<file path="config.mk">
export PLATFORM = sky130hd
export DESIGN_NAME = dma_ctrl
export DESIGN_NICKNAME = d
export VERILOG_FILES = /design/src/rtl/dctl_pkg.sv /design/src/rtl/dctl_beat_cnt.sv /design/src/rtl/dma_ctrl.sv
export SDC_FILE = /design/constraint.sdc
export NUM_CORES = 1
export LEC_CHECK = 0
export CORE_ASPECT_RATIO = 0.8
export CORE_MARGIN = 5
export CORE_UTILIZATION = 40
export DETAILED_ROUTE_END_ITERATION = 12
export PLACE_DENSITY = 0.63
export SETUP_SLACK_MARGIN = 0.02
export SYNTH_ARGS = -nofsm -noshare
export SYNTH_HDL_FRONTEND = slang
export SYNTH_SLANG_ARGS = --single-unit
</file>
<file path="constraint.sdc">
create_clock -name I_DCTL_HCLK -period 3.25 [get_ports I_DCTL_HCLK]
set_clock_uncertainty 0.2 [all_clocks]
set_input_delay 0.65 -clock I_DCTL_HCLK [delete_from_list [all_inputs] [get_ports I_DCTL_HCLK]]
set_output_delay 0.65 -clock I_DCTL_HCLK [all_outputs]
set_load 0.005 [all_outputs]
</file>
<file path="src/rtl/dctl_pkg.sv">
// dctl_pkg: shared state encoding and bus constants for the DMA block sequencer
package dctl_pkg;
  typedef enum logic [2:0] {
    ST_IDLE, ST_RD_REQ, ST_RD_WAIT, ST_ROT, ST_WR_REQ, ST_WR_WAIT, ST_NEXT, ST_FIN
  } state_t;
  localparam logic [2:0] SIZE_WORD = 3'b010;
  localparam logic [1:0] HTRANS_IDLE = 2'b00;
  localparam logic [1:0] HTRANS_BUSY = 2'b01;
  localparam logic [1:0] HTRANS_NSEQ = 2'b10;
  localparam logic [1:0] HTRANS_SEQ  = 2'b11;
  localparam int MAX_BEATS = 16;
  localparam int CNT_W = $clog2(MAX_BEATS + 1);
endpackage

</file>
<file path="src/rtl/dctl_beat_cnt.sv">
// dctl_beat_cnt: counts accepted AHB address beats of one burst and flags completion
module dctl_beat_cnt
  import dctl_pkg::*;
(
  input  logic             clk,
  input  logic             rst_n,
  input  logic             clr,
  input  logic             first,
  input  logic [1:0]       htrans,
  input  logic             hready,
  input  logic [CNT_W-1:0] beats,
  output logic             done
);
  logic [CNT_W-1:0] cnt;
  logic beat;
  assign done = cnt == beats;
  assign beat = (htrans == HTRANS_NSEQ || htrans == HTRANS_SEQ) && hready && !done;
  always_ff @(posedge clk)
    if (!rst_n) cnt <= '0;
    else if (first) cnt <= CNT_W'(1);
    else if (clr) cnt <= '0;
    else if (beat) cnt <= cnt + 1'b1;
endmodule

</file>
<file path="src/rtl/dma_ctrl.sv">
// dma_ctrl: steps the DMA through read, rotate and write for every block of a frame
module dma_ctrl
  import dctl_pkg::*;
#(
  parameter int ADDR_W = 32,
  parameter int BLK_W = 16
) (
  input  logic              I_DCTL_HCLK,
  input  logic              I_DCTL_HRESET_N,
  input  logic              I_DCTL_START,
  input  logic              I_DCTL_ABORT,
  input  logic [ADDR_W-1:0] I_DCTL_SRC_BASE,
  input  logic [ADDR_W-1:0] I_DCTL_DST_BASE,
  input  logic [BLK_W-1:0]  I_DCTL_NUM_BLOCKS,
  input  logic [4:0]        I_DCTL_BEATS,
  input  logic              I_DCTL_DMA_READY,
  input  logic [1:0]        I_DCTL_HTRANS,
  input  logic              I_DCTL_HREADY,
  input  logic              I_DCTL_ROT_DONE,
  output logic [ADDR_W-1:0] O_DCTL_DMA_ADDR,
  output logic [4:0]        O_DCTL_DMA_COUNT,
  output logic [2:0]        O_DCTL_DMA_SIZE,
  output logic              O_DCTL_DMA_WRITE,
  output logic              O_DCTL_DMA_START,
  output logic              O_DCTL_DMA_STOP,
  output logic              O_DCTL_DMA_RESET,
  output logic              O_DCTL_ROT_START,
  output logic              O_DCTL_BUSY,
  output logic              O_DCTL_DONE,
  output logic              O_DCTL_ERR,
  output logic [BLK_W-1:0]  O_DCTL_BLK_IDX
);
  state_t state, nxt;
  logic [ADDR_W-1:0] src, dst, src_d, dst_d, step, addr_d;
  logic [BLK_W-1:0] nblk, blk, blk_d;
  logic [4:0] beats, beats_d, count_d;
  logic kill, accept, advance, last, first, waiting, cnt_done, leave;
  logic req_d, write_d, busy_d, rot_d;
  assign kill = I_DCTL_ABORT && state != ST_IDLE;
  assign accept = state == ST_IDLE && I_DCTL_START && I_DCTL_NUM_BLOCKS != '0 && I_DCTL_BEATS != '0;
  assign last = blk == nblk - 1'b1;
  assign advance = state == ST_NEXT && !kill;
  assign first = (state == ST_RD_REQ || state == ST_WR_REQ) && I_DCTL_DMA_READY;
  assign waiting = state == ST_RD_WAIT || state == ST_WR_WAIT;
  assign leave = cnt_done && I_DCTL_HREADY;
  assign step = ADDR_W'({beats, 2'b00});
  assign O_DCTL_DMA_SIZE = SIZE_WORD;
  assign O_DCTL_BLK_IDX = blk;
  dctl_beat_cnt u_beat_cnt (
    .clk    (I_DCTL_HCLK),
    .rst_n  (I_DCTL_HRESET_N),
    .clr    (!waiting),
    .first  (first),
    .htrans (I_DCTL_HTRANS),
    .hready (I_DCTL_HREADY),
    .beats  (beats),
    .done   (cnt_done)
  );
  always_ff @(posedge I_DCTL_HCLK)
    if (!I_DCTL_HRESET_N) state <= ST_IDLE;
    else state <= nxt;
  always_comb begin
    nxt = state;
    case (state)
      ST_IDLE:    nxt = accept ? ST_RD_REQ : ST_IDLE;
      ST_RD_REQ:  nxt = I_DCTL_DMA_READY ? ST_RD_WAIT : ST_RD_REQ;
      ST_RD_WAIT: nxt = leave ? ST_ROT : ST_RD_WAIT;
      ST_ROT:     nxt = I_DCTL_ROT_DONE ? ST_WR_REQ : ST_ROT;
      ST_WR_REQ:  nxt = I_DCTL_DMA_READY ? ST_WR_WAIT : ST_WR_REQ;
      ST_WR_WAIT: nxt = leave ? ST_NEXT : ST_WR_WAIT;
      ST_NEXT:    nxt = last ? ST_FIN : ST_RD_REQ;
      ST_FIN:     nxt = ST_IDLE;
      default:    nxt = ST_IDLE;
    endcase
    if (kill) nxt = ST_IDLE;
  end
  always_comb begin
    src_d = accept ? I_DCTL_SRC_BASE : advance ? src + step : src;
    dst_d = accept ? I_DCTL_DST_BASE : advance ? dst + step : dst;
    blk_d = accept ? '0 : (advance && !last) ? blk + 1'b1 : blk;
    beats_d = accept ? I_DCTL_BEATS : beats;
    req_d = nxt == ST_RD_REQ || nxt == ST_WR_REQ;
    addr_d = nxt == ST_RD_REQ ? src_d : nxt == ST_WR_REQ ? dst_d : O_DCTL_DMA_ADDR;
    count_d = req_d ? beats_d : O_DCTL_DMA_COUNT;
    write_d = req_d ? nxt == ST_WR_REQ : O_DCTL_DMA_WRITE;
    busy_d = nxt != ST_IDLE && nxt != ST_FIN;
    rot_d = nxt == ST_ROT && state != ST_ROT;
  end
  always_ff @(posedge I_DCTL_HCLK)
    if (!I_DCTL_HRESET_N) begin
      src <= '0;
      dst <= '0;
      nblk <= '0;
      beats <= '0;
      blk <= '0;
      O_DCTL_DMA_ADDR <= '0;
      O_DCTL_DMA_COUNT <= '0;
      O_DCTL_DMA_WRITE <= 1'b0;
      O_DCTL_DMA_START <= 1'b0;
      O_DCTL_DMA_STOP <= 1'b0;
      O_DCTL_DMA_RESET <= 1'b0;
      O_DCTL_ROT_START <= 1'b0;
      O_DCTL_BUSY <= 1'b0;
      O_DCTL_DONE <= 1'b0;
      O_DCTL_ERR <= 1'b0;
    end else begin
      src <= src_d;
      dst <= dst_d;
      blk <= blk_d;
      beats <= beats_d;
      if (accept) nblk <= I_DCTL_NUM_BLOCKS;
      O_DCTL_DMA_ADDR <= addr_d;
      O_DCTL_DMA_COUNT <= count_d;
      O_DCTL_DMA_WRITE <= write_d;
      O_DCTL_DMA_START <= req_d;
      O_DCTL_DMA_STOP <= kill;
      O_DCTL_DMA_RESET <= kill;
      O_DCTL_ROT_START <= rot_d;
      O_DCTL_BUSY <= busy_d;
      O_DCTL_DONE <= nxt == ST_FIN;
      O_DCTL_ERR <= state == ST_IDLE && I_DCTL_START && !accept;
    end
endmodule

</file>
; Yosys cells after proc, flatten, opt, wreduce, memory -nomap -nowiden
; Index checks and enable logic that the tools add are counted.
[word_totals]
ff_bits = 153
in_bits = 94
out_inout_bits = 64
wordCells = 90
[classes]
add_sub_neg = 5
n_bitwise = 2
mux = 19
eq_ne = 18
n_reduce_logical = 29
[ops]
columns = op, n
row1 = $mux W32, 6
row2 = $add A32 B7 Y32, 2
row3 = $pmux W3 S8, 1
row4 = $eq A3 B3 Y1 const B, 6
row5 = $add A16 B1 Y16 const B, 1
row6 = $eq A16 B16 Y1, 1
row7 = $reduce_bool A16 Y1, 1
row8 = $sub A16 B1 Y16 const B, 1
row9 = $logic_and A1 B1 Y1, 13
row10 = $eq A3 B2 Y1 const B, 3
row11 = $mux W3, 3
row12 = $eq A3 B1 Y1 const B, 2
row13 = $mux W1, 6
row14 = $ne A3 B2 Y1 const B, 2
row15 = $reduce_bool A3 Y1, 2
row16 = $add A5 B1 Y5 const B, 1
row17 = $eq A5 B5 Y1, 1
row18 = $mux W5, 1
row19 = $reduce_bool A5 Y1, 1
row20 = $eq A2 B2 Y1 const B, 2
row21 = $logic_not A1 Y1, 4
row22 = $logic_or A1 B1 Y1, 4
row23 = $mux W2, 2
row24 = $logic_not A3 Y1, 1
row25 = other kinds (5), 6

; Logic depth before layout (Yosys ltp)
[depth]
ltp_word = 10
depth_mapped = 12
mapped_depth_nobuf = 11

; By module
; From an unflattened synthesis, not the netlist that was laid out.
[hier_totals]
cells_unflattened = 1074
hier_area_um2 = 8755.9
[by_module_without_submodules]
columns = module, n_inst, area_each_um2, cells_per_inst, seq_area_each_um2
row1 = dma_ctrl, 1, 8381.8, 1028, 2962.8
row2 = dctl_beat_cnt, 1, 374.1, 46, 100.1

; Least setup slack after synthesis
; Ideal clock, no wire load.
[synth_path]
path_type = register to register
startpoint = register nblk[0]
endpoint = register O_DCTL_DMA_ADDR[16]
period_less_slack_ps = 3144
stages_incl_launch_ff = 12
required_time_ps = 2928
arrival_time_ps = 2822
setup_ps = 122
setup_slack_ps = 106
n_path_buf = 2
cell_sequence = dfxtp_1 inv_1 ha_1 or3b_1 or4_1 a211o_1 o2111ai_1 nand4_2 and4_4 buf_6 clkbuf_1 a221o_1
[synth_via]
elab_chain_len = 7
elab_cells_between_ends = 9
classes_between = add/sub (1) / eq/ne (3) / mux (4) / reduce/logical (1)
[synth_rtl]
columns = element, line_no
row1 = from (decl), dma_ctrl.sv:35  ; logic [BLK_W-1:0] nblk, blk, blk_d;
row2 = from (signal assigned), dma_ctrl.sv:93  ; nblk <= '0;
row3 = from (signal assigned), dma_ctrl.sv:111  ; if (accept) nblk <= I_DCTL_NUM_BLOCKS;
row4 = $sub A16 B1 Y16 *, dma_ctrl.sv:41  ; assign last = blk == nblk - 1'b1;
row5 = $eq A16 B16 Y1 *, dma_ctrl.sv:41
row6 = $mux W3 *, dma_ctrl.sv:71  ; ST_NEXT: nxt = last ? ST_FIN : ST_RD_REQ;
row7 = $pmux W3 S8 *, dma_ctrl.sv:64  ; case (state)
row8 = $mux W3 *, dma_ctrl.sv:75  ; if (kill) nxt = ST_IDLE;
row9 = $eq A3 B1 Y1 or $eq A3 B3 Y1 (tied branches), dma_ctrl.sv:83  ; addr_d = nxt == ST_RD_REQ ? src_d : nxt == ST_WR_REQ ? dst_d : O_DCTL_DMA_ADDR;
row10 = $mux W32 or $reduce_bool A2 Y1 (tied branches), -
row11 = to (signal assigned), dma_ctrl.sv:112  ; O_DCTL_DMA_ADDR <= addr_d;
row12 = to (decl), dma_ctrl.sv:20  ; output logic [ADDR_W-1:0] O_DCTL_DMA_ADDR,
; Every way passes the cells marked *; elsewhere a longest branch is shown, timed or not.
; A chain may end at the register's enable or synchronous reset.

; Final worst setup path
[layout_path]
startpoint = register nblk[0]
endpoint = register O_DCTL_DMA_ADDR[24]
; The elaborated chain is that of the path after synthesis.

==> summary.txt <==
Delay-heaviest family, CP: simple AND/OR/NAND/NOR gates
Leakage power: 0.00447 uW
Sequential area share after synthesis: 38.5%
Largest net degree at the start of global routing: 50
Via density: 5.40
Max VDD drop: 0.000306 V
Outcome: completed
Root buf cell: clkbuf_16
Die ar.: 22800 sq um
First-pass GRT wire length: 39.7 mm
Clock transition at path regs: 60 ps
Reg2reg start: nblk[0]$_SDFFE_PN0P_
Gate Count Post-Synth: 954
Layout net count: 1286
Top-count cell post-synth: dfxtp_1
Routed via count: 7845
Yosys reg bits: 153
Top cells by count, synth: 153 x dfxtp_1, 100 x a21oi_1, 80 x nand2_1, 74 x nor2_1, 55 x o21ai_0
DR iter-0 viols: 614
Worst-Margin Slew: 713 ps
Area contributors post-synth: dfxtp_1 39%, a21oi_1 6.3%, xnor2_1 5.7%
CTS buffer count: 17
Total gr overflow: 0
Chip Width: 168 um
Worst Path Class, Setup: reg2reg
Critical Path AT: 3310 ps
P&R area growth vs syn: 41.3%
Synthesized area: 7950 sq um
Top cell type's share of synthesized area: 38.5%
Wire length per cell: 17.4 um
Die height: 136 um
H-tree Lvls: 4
Fraction of registers with async set/reset: 0%
Final Cell Area: 11200 sq um
Number of synthesized flops with an enable pin: 0
CP endpoint kind: flip-flop
Avg Inst Size Synth: 8.33 sq um
DP Area: 10500 sq um
Routed WL: 25.3 mm
Initial antenna violation count: 0
Rows: 46
Drt pass-1 iters: 5
Slowest CP cell: or3b_4
WP buf/inv: 3
Yosys warnings: 0
Setup_tns: 0 ps
Startpoint of the worst hold path: src[1]$_SDFF_PN0_
Vias in the first global route: 7300
DRC viols: 0
Fill cells: 1851
# diodes: 0
Num ports: 158
Final GP Congestion: 0.858
Post-synth top flop: dfxtp_1
Total core area: 19700 sq um
Clk buf depth: 2
Max-Slew Margin vs Limit: 52.5%
Detail Placement HPWL: 19.0 mm
Post-route ant nets: 0
Final Cycle Share: 96.8%
Largest area contributor in the netlist: dfxtp_1
Max_cap viols: 0
Slowest stage delay, CP: 430 ps
Fin util: 57.0%
P per Cell Area: 457 nW/um^2
CP required: 3420 ps
# setup viols final: 0
Multi-input gate area: 4620 sq um
Synth unique cells: 66
Starting Density: 40.4%
Fmax: 0.318 GHz
Hold Path Class: reg2reg
Fin. max-slew vios: 0
Clock sinks: 153
Hold Vio Cnt, Final: 0
Setup crit start kind: flip-flop
I/O Buffers: 153
Ratio of cells with drive above 1 in the final layout: 14.7%
GRT Total Usage: 21.7%
Crit-path max FO: 8
Crit-path cells: inv_1, ha_2, or3b_4, or4_1, a211o_1, o2111ai_4, nand4_4, and4_4, nor3_4, buf_12, buf_6, a221o_1
Clk_lat worst skew: 420 ps
Storage cell area: 3060 sq um
Launch point of the worst path: nblk[0]$_SDFFE_PN0P_
Hold buffers post-CTS: 0
RSZ-0062 raised after global routing: true
CTS tree: yes
Fin crit period: 3150 ps
area by class of cell:
class,count,area share [%]
multi-input cells,719,41.1
flip-flops and latches,153,27.3
repair buffers,270,22.9
clock buffers,25,4.41
well taps,264,2.94
clock inverters,7,0.802
inverters,16,0.535
cell families (layout without fill, tap and decap cells):
group | count (synthesis) | after routing | share of synthesized area (%)
simple gates | 349 | 349 | 23.3
compound gates | 256 | 256 | 20.5
flops | 153 | 153 | 38.5
xor+xnor | 88 | 88 | 9.70
buf+inv | 83 | 318 | 4.34
fa+ha+maj | 15 | 15 | 2.55
mux | 8 | 8 | 1.01
other cells | 2 | 3 | 0.0945
worst reg2reg max path, cell delays in order, from the launching register on:
cell,delay [ps]
dfxtp_1,340
inv_1,70
ha_2,210
or3b_4,430
or4_1,420
a211o_1,300
o2111ai_4,120
nand4_4,160
and4_4,250
nor3_4,170
buf_12,150
buf_6,130
a221o_1,150
per-stage QoR:
step / hold slack [ps] / total power, uW / std cells / setup slack, ps
after global placement: 255 / 3130 / 1418 / -122
after global routing: 294 / 5350 / 1454 / -30.7
after CTS: 267 / 5130 / 1450 / 33.7
after floorplan: 240 / 2630 / 955 / 106
after detailed placement: 258 / 3140 / 1418 / -151
final: 266 / 5140 / 1454 / 104
power by group:
group          internal [uW]  leakage [uW]  switching (uW)  total [uW]
clock                   1210      0.000283             778        1990
combinational            545       0.00293             476        1020
sequential              2010       0.00126             113        2130
total                   3770       0.00447            1370        5140
metal layers:
layer  vias to the layer above  GRT usage, %  share of wire [%]
met5                         -             0                  0
met4                         0          5.09                1.2
met3                        24          4.36                5.9
met2                       215          33.3                 44
met1                      3702          31.5                 49
li1                       3904             -                  -
path summary, 6_finish.rpt:
kind,depth (start not counted),slack [ps],end
worst max-delay path,12,100,O_DCTL_DMA_ADDR[24]$_SDFFE_PN0P_
worst min-delay path,2,270,src[1]$_SDFF_PN0_
worst max register to register,12,100,O_DCTL_DMA_ADDR[24]$_SDFFE_PN0P_
worst min register to register,2,270,src[1]$_SDFF_PN0_
flip-flops by register name, indices dropped and copies added (netlist names):
signal / count
O_DCTL_BLK_IDX: 16
O_DCTL_BUSY: 1
O_DCTL_DMA_ADDR: 32
O_DCTL_DMA_COUNT: 5
O_DCTL_DMA_RESET: 1
O_DCTL_DMA_START: 1
O_DCTL_DMA_WRITE: 1
O_DCTL_DONE: 1
O_DCTL_ERR: 1
O_DCTL_ROT_START: 1
beats: 5
dst: 32
nblk: 16
src: 32
state: 3
u_beat_cnt.cnt: 5
cell usage in the layout (no fill, tap or decap), types with 5 or more instances in the layout:
cell / n
nand3_1: 27
inv_1: 15
nor2_1: 74
dfxtp_1: 152
and3_1: 40
nor3b_1: 5
buf_12: 11
o22a_1: 5
o21ai_0: 55
or4_1: 7
nor3_1: 27
a21o_1: 5
and2_1: 6
clkbuf_16: 18
a221o_1: 15
a211oi_1: 12
or3_1: 8
clkdlybuf4s50_1: 153
xor2_1: 36
xnor2_1: 52
nor4_1: 12
a211o_1: 19
nand4_1: 20
nand2_1: 78
o211ai_1: 9
nor2b_1: 10
a21oi_1: 99
mux2i_1: 8
ha_1: 12
buf_4: 104
o2111a_1: 5
what timing repair did:
item,CTS,global route
cloned,0,1
setup endpoints to repair,34,43
buffers inserted,0,3
pin swaps,1,5
resized for setup,2,12
Note: power is estimated with default switching activity, not from simulation.
==> RTL change 1: new RTL, config.mk and constraints unchanged <==
Change the parameter `ADDR_W` from 32 to 16.
--- a/src/rtl/dma_ctrl.sv
+++ b/src/rtl/dma_ctrl.sv
@@ -2,7 +2,7 @@
 module dma_ctrl
   import dctl_pkg::*;
 #(
-  parameter int ADDR_W = 32,
+  parameter int ADDR_W = 16,
   parameter int BLK_W = 16
 ) (
   input  logic              I_DCTL_HCLK,
Interface: changed (resized I_DCTL_DST_BASE, I_DCTL_SRC_BASE and O_DCTL_DMA_ADDR); port bits go from 158 to 110. No check against the original RTL was run, so the function may have changed too.
==> RTL change 1 against the unedited design <==
  * Sequential power shrank 33%
  * Total power shrank 35%
  * Routed wire length shrank 32%
  * Sequential share of layout area shrank 0.71 points
  * First-iteration DRC count shrank 32%
  * Setup slack gained 0.0072 ns
  * Via count shrank 31%
  * Sequential cell count shrank 48
  * Design area shrank 29%
  * Synthesized area shrank 27%
==> RTL change 1: results (changes against the unedited design) <==
vias in the first global route 5211 (-29%); ys flop type dfxtp_1; # port buffers 105 (-31%); slowest CP cell or4b_4; Max-Slew Margin vs Limit 0.492 (-0.0330); FF-to-FF Start nblk[1]$_SDFFE_PN0P_; total track usage 0.200 (-0.0175); largest net degree at the start of global routing 45 (-10%); Mapped Cells 670 (-30%); H-tree depth 3 (-1); number of vias per cell 5.39 (about the same); Skew-Pair Late Insertion Delay 0.35 ns (-0.07 ns); layout net count 885 (-31%); Placed Cells 976 (-31%); CTS clk-pin slew, worst paths 0.08 ns (+0.02 ns); Net Sw Power 928 uW (-32%); R2R depth 13 (+1); Max Buffers Root-to-Sink 2 (unchanged); Ys Warns 0 (unchanged); 1st-iter DRT viols 419 (-32%); maximum vdd drop 0.000258 V (-16%); Placer Congestion 0.882 (+2.9%); cts bufs inserted 9 (-8); first-pass GRT wire length 27.4 mm (-31%); hold depth 2 (unchanged); first drt pass iteration count 4 (-1); delay-heaviest family, CP compound AO/OA/AOI/OAI gates; crit path DAT 3.21 ns (-0.10 ns); WL final 17.1 mm (-32%); Root Buffer clkbuf_16; post-synthesis sequential area ratio 0.364 (-0.0212); Max FO, Critical Path 7 (-1); critical path endpoint O_DCTL_DMA_ADDR[12]$_SDFFE_PN0P_; Final Power 3.35 mW (-35%); slowest cell delay on critical path 0.48 ns (+0.05 ns); Static Leak 3.14 nW (-30%); outcome finished clean; Synth top cells by count dfxtp_1 (105), nor2_1 (81), nand2_1 (43); hpwl dp 12.7 mm (-33%); dominant cells by area after synthesis dfxtp_1 (36%), mux2i_1 (6.4%), nor2_1 (5.3%); share of layout cells above drive strength 1 0.165 (+0.0178); final std cells w/o fill 997 (-31%); placed cell area 7360 um^2 (-30%); n_diodes 0 (unchanged); Hold Path Class flop to flop; Netlist cell types 65 (-1.5%)
-- RTL change 1: routing by layer --
layer,GRT usage,share of wire,vias to the layer above
li1,-,-,2687
met1,0.303,0.50,2545
met2,0.291,0.44,126
met3,0.0406,0.049,18
met4,0.0408,0.012,0
met5,0,0,-
-- RTL change 1: layout make-up --
class                           instances  area, um^2
Clock inverter                          7         110
Inverter                               17        63.8
Multi-Input combinational cell        507        3570
Clock buffer                            9         225
Fill cell                            1284        6280
Tap cell                              184         230
Sequential cell                       105        2100
Timing Repair Buffer                  168        1610
-- RTL change 1: stage by stage --
stage / utilization / setup WS, ns
final: 0.557 / 0.111
after global routing: 0.557 / -0.0586
after CTS: 0.543 / 0.0338
after detailed placement: 0.518 / -0.105
after global placement: 0.518 / -0.102
after floorplan: - / 0.0924
-- RTL change 1: logic make-up (layout without fill, tap and decap cells) --
kind of cell,count (synthesis),after routing,synth area share
fa+ha+maj,15,15,0.0351
mux,47,47,0.0837
other cells,2,3,0.00130
compound gates,144,144,0.172
xor+xnor,51,51,0.0774
buf+inv,59,201,0.0446
flops,105,105,0.364
simple gates,247,247,0.222
-- RTL change 1: worst min path at each step --
stage	to	from	slack [ns]
after floorplan	O_DCTL_DMA_ADDR[12]$_SDFFE_PN0P_	O_DCTL_DMA_ADDR[12]$_SDFFE_PN0P_	0.25
after global placement	O_DCTL_DMA_ADDR[12]$_SDFFE_PN0P_	O_DCTL_DMA_ADDR[12]$_SDFFE_PN0P_	0.25
after detailed placement	O_DCTL_DMA_ADDR[12]$_SDFFE_PN0P_	O_DCTL_DMA_ADDR[12]$_SDFFE_PN0P_	0.26
after CTS	O_DCTL_DMA_ADDR[12]$_SDFFE_PN0P_	O_DCTL_DMA_ADDR[12]$_SDFFE_PN0P_	0.27
after global routing	O_DCTL_DMA_ADDR[12]$_SDFFE_PN0P_	O_DCTL_DMA_ADDR[12]$_SDFFE_PN0P_	0.30
final	O_DCTL_DMA_ADDR[12]$_SDFFE_PN0P_	O_DCTL_DMA_ADDR[12]$_SDFFE_PN0P_	0.28
-- RTL change 1: power by group through the flow --
stage | clock network, mW | logic (mW) | registers, mW
2_1_floorplan | 0 | 0.373 | 1.44
3_3_place_gp | 0 | 0.664 | 1.45
3_5_place_dp | 0 | 0.676 | 1.45
4_1_cts | 1.24 | 0.686 | 1.42
5_1_grt | 1.30 | 0.774 | 1.43
6_report | 1.22 | 0.707 | 1.42
-- RTL change 1: timing repair --
item / in CTS / in global routing
cloned: 0 / 2
setup endpoints to repair: 16 / 35
resized for setup: 4 / 36
setup buffers: 0 / 3
pin swaps: 2 / 23
==> RTL change 2: new RTL, same flow settings <==
Without the edit above. Make the reset (`I_DCTL_HRESET_N` and `rst_n`) asynchronous in 3 clocked blocks.
--- a/src/rtl/dctl_beat_cnt.sv
+++ b/src/rtl/dctl_beat_cnt.sv
@@ -15,7 +15,7 @@
   logic beat;
   assign done = cnt == beats;
   assign beat = (htrans == HTRANS_NSEQ || htrans == HTRANS_SEQ) && hready && !done;
-  always_ff @(posedge clk)
+  always_ff @(posedge clk or negedge rst_n)
     if (!rst_n) cnt <= '0;
     else if (first) cnt <= CNT_W'(1);
     else if (clr) cnt <= '0;
--- a/src/rtl/dma_ctrl.sv
+++ b/src/rtl/dma_ctrl.sv
@@ -56,7 +56,7 @@
     .beats  (beats),
     .done   (cnt_done)
   );
-  always_ff @(posedge I_DCTL_HCLK)
+  always_ff @(posedge I_DCTL_HCLK or negedge I_DCTL_HRESET_N)
     if (!I_DCTL_HRESET_N) state <= ST_IDLE;
     else state <= nxt;
   always_comb begin
@@ -86,7 +86,7 @@
     busy_d = nxt != ST_IDLE && nxt != ST_FIN;
     rot_d = nxt == ST_ROT && state != ST_ROT;
   end
-  always_ff @(posedge I_DCTL_HCLK)
+  always_ff @(posedge I_DCTL_HCLK or negedge I_DCTL_HRESET_N)
     if (!I_DCTL_HRESET_N) begin
       src <= '0;
       dst <= '0;
Check against the original RTL: differs if I_DCTL_HRESET_N is asserted again (counterexample within 4 cycles, from zero or initial values and one cycle with I_DCTL_HRESET_N low); with I_DCTL_HRESET_N held inactive, the same outputs for 4 cycles.
==> RTL change 2 against the unedited design <==
  * Global-route usage is 1.6 points lower
  * Die area grew 6.7%
  * Fmax is 1.5% higher
  * Synthesized area is 7.1% higher
  * Non-clock buffer count shrank 24
  * Setup slack gained 0.045 ns
  * Routed wire length decreased by 3.0%
  * Sequential cell count is the same
  * Design area grew 3.5%
Power is not compared: it rests on default switching activity, and its combinational part moved more than twofold at a synthesized area within 25%.
==> RTL change 2: results (changes against the unedited design) <==
outcome finished clean; Avg Inst Size Synth 9.10 um^2 (+9.2%); hpwl dp 18.5 mm (-2.6%); first-pass GRT wire length 39.3 mm (-0.98%); M1 WL 12.4 mm (+0.29%); Max FO, Critical Path 6 (-2); n_diodes 0 (unchanged); total track usage 0.201 (-0.0162); largest registers O_DCTL_DMA_ADDR: 32 flops, dst: 32 flops, src: 32 flops; maximum vdd drop 0.000262 V; initial antenna violation count 0 (unchanged); routed wl met3 1.43 mm (-3.6%); Async S/R FF share, synth 1.00 (+1.00); Filler cells 1876 (+1.4%); WL final 24.6 mm (-3.0%); vias in the first global route 7216 (-1.2%); Routed WL per cell 17.2 um (-1.4%); slowest CP cell or4b_1; WL met2 10.4 mm (-6.5%); largest net degree at the start of global routing 75 (+50%); via count 7550 (-3.8%); Placer Congestion 0.856 (-0.21%); Post-route DRC 0 (unchanged); Ys Warns 0 (unchanged); dominant cells by area after synthesis dfrtp_1 (45%), nand2_1 (7.2%), xor2_1 (4.8%); area leader, netlist dfrtp_1; H-tree depth 4 (unchanged); slowest cell delay on critical path 0.48 ns (+0.05 ns); Placed Cells 1393 (-1.8%); Root Buffer clkbuf_16; Netlist cell types 66 (unchanged); Least-Margin Pin Slew 0.706 ns (-0.00620 ns); P_seq 2.82 mW; 1st-iter DRT viols 543 (-12%); comb pwr ~2.6 mW; Place WS -0.288 ns (-0.137 ns); Max Buffers Root-to-Sink 2 (unchanged); crit path DAT 3.22 ns (-0.09 ns); share of layout cells above drive strength 1 0.148 (+0.00109); layout net count 1257 (-2.3%); Hold Path Class primary input to async pin; Synth top cells by count nand2_1 (163), dfrtp_1 (153), nor2_1 (73); sw frac 0.325; cts bufs inserted 17 (unchanged); post-synthesis sequential area ratio 0.450 (+0.0642)
## RTL change 2: cell types whose count changed in the layout (fill, tap and decap cells not counted), moves of 15 or more
cell	before	now
a211o_1	19	0
a21oi_1	99	50
and3_1	40	15
buf_4	104	86
dfrtp_1	0	153
dfxtp_1	152	0
mux2_2	0	15
nand2_1	78	163
nor3_1	27	10
xnor2_1	52	34
## RTL change 2: timing repair
item,in CTS,in global routing
resized for setup,11,18
endpoints found under the hold margin,0,0
cloned,0,0
setup endpoints to repair,25,22
setup buffers,0,5
pin swaps,1,5
## RTL change 2: routing by layer
metal | vias up | track usage
li1 | 3682 | -
met1 | 3653 | 0.306
met2 | 194 | 0.291
met3 | 21 | 0.0436
met4 | 0 | 0.0466
met5 | - | 0
## RTL change 2: cell type report
class | count | area share
clock inverters | 11 | 0.0102
inverters | 22 | 0.00711
clock buffers | 21 | 0.0405
repair buffers | 246 | 0.199
well taps | 269 | 0.0290
multi-input cells | 708 | 0.385
flip-flops and latches | 153 | 0.329
## RTL change 2: final timing paths
path | startpoint | endpoint | slack [ns] | cells after the start
min reg2reg | dst[1]$_DFF_PN0_ | dst[1]$_DFF_PN0_ | 0.28 | 2
max | O_DCTL_BLK_IDX[13]$_DFFE_PN0P_ | O_DCTL_DMA_COUNT[1]$_DFFE_PN0P_ | 0.15 | 8
max reg2reg | O_DCTL_BLK_IDX[13]$_DFFE_PN0P_ | O_DCTL_DMA_COUNT[1]$_DFFE_PN0P_ | 0.15 | 8
min in group I_DCTL_HCLK | dst[1]$_DFF_PN0_ | dst[1]$_DFF_PN0_ | 0.28 | 2
min | I_DCTL_HRESET_N | O_DCTL_DMA_RESET$_DFF_PN0_ | 0.03 | 1
max in group asynchronous | I_DCTL_HRESET_N | dst[17]$_DFF_PN0_ | 2.06 | 2
## RTL change 2: metrics by stage
stage | setup TNS, ns | cell area (um^2) | power [mW]
2_1_floorplan | 0 | 8520 | 4.08
3_3_place_gp | -3.02 | 10900 | 5.34
3_5_place_dp | -3.62 | 10900 | 5.40
4_1_cts | 0 | 11500 | 7.46
5_1_grt | 0 | 11600 | 7.89
6_report | 0 | 11600 | 7.46
## RTL change 2: cells by family (layout without fill, tap and decap cells)
family | after synthesis | after routing | share of synthesized area
compound gates | 183 | 183 | 0.130
buf+inv | 76 | 300 | 0.0380
fa+ha+maj | 15 | 15 | 0.0238
xor+xnor | 81 | 81 | 0.0833
simple gates | 384 | 384 | 0.219
mux | 42 | 42 | 0.0545
flops | 153 | 153 | 0.450
other cells | 2 | 3 | 0.000882
## RTL change 2: worst register-to-register path, cell delays in order, from the launching register on
cell and delay (ns):
dfrtp_1 0.39, xnor2_1 0.14, or4b_1 0.48, a311o_1 0.34
a22oi_2 0.27, nand4b_4 0.21, o211a_4 0.33, or2_4 0.31
mux2_4 0.31
